===== config.mk =====
export PLATFORM = sky130hd
export DESIGN_NAME = l1_port_arbiter
export DESIGN_NICKNAME = d
export VERILOG_FILES = /design/src/rtl/l1_port_arbiter.sv
export SDC_FILE = /design/constraint.sdc
export NUM_CORES = 1
export LEC_CHECK = 0
export CORE_AREA = 2 2 205 207
export DETAILED_ROUTE_END_ITERATION = 10
export DIE_AREA = 0 0 207 209
export GPL_TIMING_DRIVEN = 0
export PLACE_DENSITY = 0.44
export REMOVE_ABC_BUFFERS = 1
export SETUP_SLACK_MARGIN = 0.4
export SLEW_MARGIN = 5
export SYNTH_ARGS = -nofsm -noshare
export SYNTH_HDL_FRONTEND = slang
export SYNTH_SLANG_ARGS = --single-unit

===== constraint.sdc =====
create_clock -name clk -period 2.2 [get_ports clk]
set_clock_uncertainty 0.05 [all_clocks]
set_input_delay 0.33 -clock clk [delete_from_list [all_inputs] [get_ports clk]]
set_output_delay 0.33 -clock clk [all_outputs]
set_load 0.005 [all_outputs]

===== src/rtl/l1_port_arbiter.sv =====
// Round-robin arbiter sharing one L1 cache request port among N_REQ requesters, one transaction in flight.
// Define L1_ARB_PERF_EN to build the per-requester done counters and the GRANT-stall counter.
module l1_port_arbiter #(
   parameter int N_REQ       = 4,
   parameter int TIMEOUT_CYC = 255
) (
   input  logic                clk,
   input  logic                rst_n,
   input  logic [N_REQ-1:0]    rq_valid,
   input  logic [N_REQ-1:0]    rq_we,
   input  logic [32*N_REQ-1:0] rq_addr,
   input  logic [32*N_REQ-1:0] rq_wdata,
   input  logic [4*N_REQ-1:0]  rq_wstrb,
   output logic [N_REQ-1:0]    rq_stall,
   output logic [N_REQ-1:0]    rq_resp_valid,
   output logic [31:0]         rq_resp_rdata,
   output logic                req_valid,
   output logic                req_we,
   output logic [31:0]         req_addr,
   output logic [31:0]         req_wdata,
   output logic [3:0]          req_wstrb,
   input  logic                resp_stall,
   input  logic                resp_valid,
   input  logic [31:0]         resp_rdata,
   output logic                err_spurious,
   output logic                err_timeout,
   input  logic                perf_clr,
   output logic [16*N_REQ-1:0] perf_done_cnt,
   output logic [31:0]         perf_stall_cnt
);
   localparam int          IDX_W     = $clog2(N_REQ);
   localparam logic [15:0] WAIT_LAST = 16'(TIMEOUT_CYC - 1);

   typedef enum logic [1:0] {IDLE, GRANT, WAIT} state_t;

   state_t           state, state_nxt;
   logic [IDX_W-1:0] owner, owner_nxt, rr_ptr, rr_ptr_nxt, rr_after_owner, cand;
   logic [15:0]      wait_cnt, wait_cnt_nxt;
   logic             set_spurious, set_timeout, deliver, found;
   int               cand_int;

   assign rr_after_owner = (owner == IDX_W'(N_REQ - 1)) ? '0 : owner + IDX_W'(1);

   always_ff @(posedge clk or negedge rst_n) begin
      if (!rst_n) begin
         state        <= IDLE;
         owner        <= '0;
         rr_ptr       <= '0;
         wait_cnt     <= '0;
         err_spurious <= 1'b0;
         err_timeout  <= 1'b0;
      end else begin
         state        <= state_nxt;
         owner        <= owner_nxt;
         rr_ptr       <= rr_ptr_nxt;
         wait_cnt     <= wait_cnt_nxt;
         err_spurious <= err_spurious | set_spurious;
         err_timeout  <= err_timeout | set_timeout;
      end
   end

   always_comb begin
      state_nxt     = state;
      owner_nxt     = owner;
      rr_ptr_nxt    = rr_ptr;
      wait_cnt_nxt  = wait_cnt;
      set_spurious  = resp_valid && (state != WAIT);
      set_timeout   = 1'b0;
      deliver       = 1'b0;
      found         = 1'b0;
      cand          = '0;
      cand_int      = 0;
      rq_stall      = '1;
      rq_resp_valid = '0;
      rq_resp_rdata = '0;
      req_valid     = 1'b0;
      req_we        = 1'b0;
      req_addr      = '0;
      req_wdata     = '0;
      req_wstrb     = '0;
      case (state)
         IDLE: begin
            // First valid requester at or after rr_ptr, wrapping modulo N_REQ
            for (int k = 0; k < N_REQ; k++) begin
               cand_int = int'(rr_ptr) + k;
               if (cand_int >= N_REQ) cand_int = cand_int - N_REQ;
               cand = IDX_W'(cand_int);
               if (!found && rq_valid[cand]) begin
                  found     = 1'b1;
                  owner_nxt = cand;
               end
            end
            if (found) state_nxt = GRANT;
         end
         GRANT: begin
            req_valid = rq_valid[owner];
            req_we    = rq_we[owner];
            req_addr  = rq_addr[32*owner +: 32];
            req_wdata = rq_wdata[32*owner +: 32];
            req_wstrb = rq_wstrb[4*owner +: 4];
            if (!rq_valid[owner]) begin
               state_nxt = IDLE;
            end else if (!resp_stall) begin
               rq_stall[owner] = 1'b0;
               wait_cnt_nxt    = '0;
               state_nxt       = WAIT;
            end
         end
         WAIT: begin
            wait_cnt_nxt = wait_cnt + 16'd1;
            if (resp_valid) begin
               deliver              = 1'b1;
               rq_resp_valid[owner] = 1'b1;
               rq_resp_rdata        = resp_rdata;
               rr_ptr_nxt           = rr_after_owner;
               state_nxt            = IDLE;
            end else if (wait_cnt == WAIT_LAST) begin
               set_timeout = 1'b1;
               rr_ptr_nxt  = rr_after_owner;
               state_nxt   = IDLE;
            end
         end
         default: state_nxt = IDLE;
      endcase
   end

`ifdef L1_ARB_PERF_EN
   always_ff @(posedge clk or negedge rst_n) begin
      if (!rst_n) begin
         perf_done_cnt  <= '0;
         perf_stall_cnt <= '0;
      end else if (perf_clr) begin
         perf_done_cnt  <= '0;
         perf_stall_cnt <= '0;
      end else begin
         if (deliver && perf_done_cnt[16*owner +: 16] != 16'hFFFF)
            perf_done_cnt[16*owner +: 16] <= perf_done_cnt[16*owner +: 16] + 16'd1;
         if (state == GRANT && resp_stall && perf_stall_cnt != 32'hFFFF_FFFF)
            perf_stall_cnt <= perf_stall_cnt + 32'd1;
      end
   end
`else
   logic unused_perf;

   assign perf_done_cnt  = '0;
   assign perf_stall_cnt = '0;
   // Counter inputs have no sink when the counters are not built
   assign unused_perf    = perf_clr ^ deliver;
`endif

endmodule

==> metrics.txt <==
Area contributors post-synth mux4_2, buf_4, dfrtp_1; GP Congestion 0.783; CP Buf/Inv Count 5; WL/cell 19.6 µm; Hold Slack 242 ps; Internal Power 5590 µW; DR pass1 iterations 4; CTS Hold Bufs 0; Main synth FF type dfrtp_1; Final Hold Viols 0; Worst Path Arrival 2030 ps; EDFF count, synth 0; Rel. slew slack 22.9%; Crit. End Element output pin; Mean Syn Cell Area 9.98 µm²; Critical Path, Cell by Cell buf_12 > buf_12 > buf_16 > buf_8 > mux4_2 > nor2b_4 > buf_2; Commonest cells post-synth buf_4, nor2b_1, mux4_2; CP peak stage delay 510 ps; fin crit period 2410 ps; max cap viols 0; Port-buffer cells 427; worst vdd ir 624 µV; Clock power frac 5.8%; vias in the first global route 5299; Vias/cell 3.55; number of buffers created by CTS 3; Placeable Area 0.0413 mm²; Die X 207 µm; sequential fraction of the synthesis area 13.5%; Filler cells 4452; DRC viols 0; H-tree levels 1; status finished, violations left; Final period util 110%; I/O Pins 525; critical path data required time 1820 ps; setup TNS -10290 ps; Post-Syn Instances 444; first-pass GRT wire length 39.8 mm; fin. max-slew vios 0; slowest stage cell, crit path dfrtp_4; Die Height 209 µm; antenna cell count 0; type of the most critical hold path input port to asynchronous set/reset pin; Yosys top cell area share 35.6%; Final ANT Viol Nets 0; sequential share of power 8.0%; Starting Density 10.7%; kind of cell adding the most delay to the critical path buffers and inverters; final setup margin -215 ps; Worst Setup SP owner[0]; Clock Latency Late Sink 260 ps; 1st-iter DRT viols 257; clock sink count 24; Worst-Margin Slew 1150 ps; R2R cell count 8; global route overflow 0; clock root cell clkbuf_16; CTS tree done; Crit path depth 7; Ys Warns 0; GRT Util Overall 12.4%; Area Growth Syn to Fin 133%; Clock Pin Slew Worst Setup and Hold Paths 70 ps; CP startpoint kind flip-flop; Sw Pwr 3520 µW; WS Path Type flip-flop to output pin; Critical R2R Launch owner[0]; HPWL after detailed placement 21.5 mm; Comb pwr share 86.2%; Clock Path Buffers 2; initial antenna violation count 2; endpoints failing setup 99; Vias 5186; Final #Nets 1244; Die Area 0.0433 mm²; top-count cell post-synth buf_4; FF+latch count, synth 24; fmax 0.414 GHz; switching fraction of total power 38.7%; Routed WL 28.7 mm; leading area contributor after synthesis mux4_2; PwrDens 882 mW/mm²; Mapped Area 0.00443 mm²; critical path's most frequent cell buf_12; unrepaired setup endpoints after global routing true; Cell Rows 75; Async SR Flop Fraction 100%; pin count of the biggest net entering global routing 47; Lkg Pwr 0.00424 µW; fraction of layout cells with a size suffix above 1 32.8%; Worst Path Max Fanout 7; Yosys cell types 39; failing checks negative setup slack
==> cells by family (layout without fill, tap and decap cells) <==
group	count (synthesis)	in the layout	synth area share, %
fa+ha+maj	6	6	1.69
flops	24	24	13.5
simple gates	173	175	23.3
mux	72	72	36.1
buf+inv	137	516	20.2
xor+xnor	12	12	2.37
compound gates	19	19	2.68
other cells	1	96	0.0846
==> state kept, by name (all words and copies together) (netlist names) <==
register / flops
state: 2
owner: 2
err_timeout: 1
wait_cnt: 16
rr_ptr: 2
err_spurious: 1
==> final cells by class <==
cell class | count | area (µm²) | share of cell area [%]
Multi-Input combinational cell | 380 | 3700 | 35.8
Inverter | 6 | 30.0 | 0.291
Sequential cell | 24 | 616 | 5.96
Tap cell | 539 | 674 | 6.53
Clock inverter | 1 | 30.0 | 0.291
Clock buffer | 3 | 75.1 | 0.727
Timing Repair Buffer | 506 | 5200 | 50.4
==> power by group through the flow <==
stage	clock (µW)	sequential [µW]	combinational [µW]
global placement	0	1100	3940
detailed placement	0	886	5720
floorplan	0	1030	2460
global route	553	748	8410
finish	526	731	7850
CTS	543	732	7480
==> final timing paths <==
kind                                end  slack, ps
max in group asynchronous      owner[0]       1020
hold reg to reg            err_spurious        410
hold / removal              wait_cnt[1]        240
setup / recovery           req_addr[19]       -210
setup reg to reg           wait_cnt[11]        160
min in group clk           err_spurious        410
==> cell usage in the layout (no fill, tap or decap), types with 3 or more instances in the layout <==
cell	n
mux4_2	70
nand4_1	4
dfrtp_1	16
conb_1	96
clkbuf_16	3
clkdlybuf4s50_1	346
buf_6	42
xnor2_1	8
a21oi_1	3
xor2_1	4
buf_4	19
nand2_4	4
nor2b_4	23
nor2_1	5
nand2b_1	3
o21ai_0	4
nor2_4	8
and3_1	34
ha_4	4
inv_1	4
buf_2	59
dfrtp_2	6
buf_16	15
nor2b_1	52
nand3_1	3
nand2_1	11
nor2_2	4
buf_8	5
nor3_1	4
nor4_1	5
buf_12	15
==> per-layer routing <==
metal / part of all wire [%] / up-vias / GRT usage [%]
met4: 0.32 / 0 / 0.665
met2: 52 / 210 / 22.2
li1: - / 2386 / -
met1: 43 / 2582 / 16.9
met3: 4.6 / 8 / 1.41
met5: 0 / - / 0
==> per-stage QoR <==
step                      worst slack [ps]  instances  instance area (µm²)  power [µW]  util (%)
after floorplan                      -2670        408                 3920        3480         -
after global placement               -5270       1374                 8860        5050      21.5
after detailed placement              -809       1380                 9020        6610      21.9
after CTS                             -234       1452                10000        8750      24.2
after global routing                  -278       1459                10300        9710      25.0
final                                 -215       1459                10300        9110      25.0
==> timing repair <==
action                                  CTS  global route
buffers inserted                         57             7
endpoints found under the hold margin     0             0
cloned                                   11             0
endpoints found under the setup margin  131           134
pin swaps                                 5             9
resized for setup                       427            64
No activity file was read; power rests on OpenSTA's default activity.
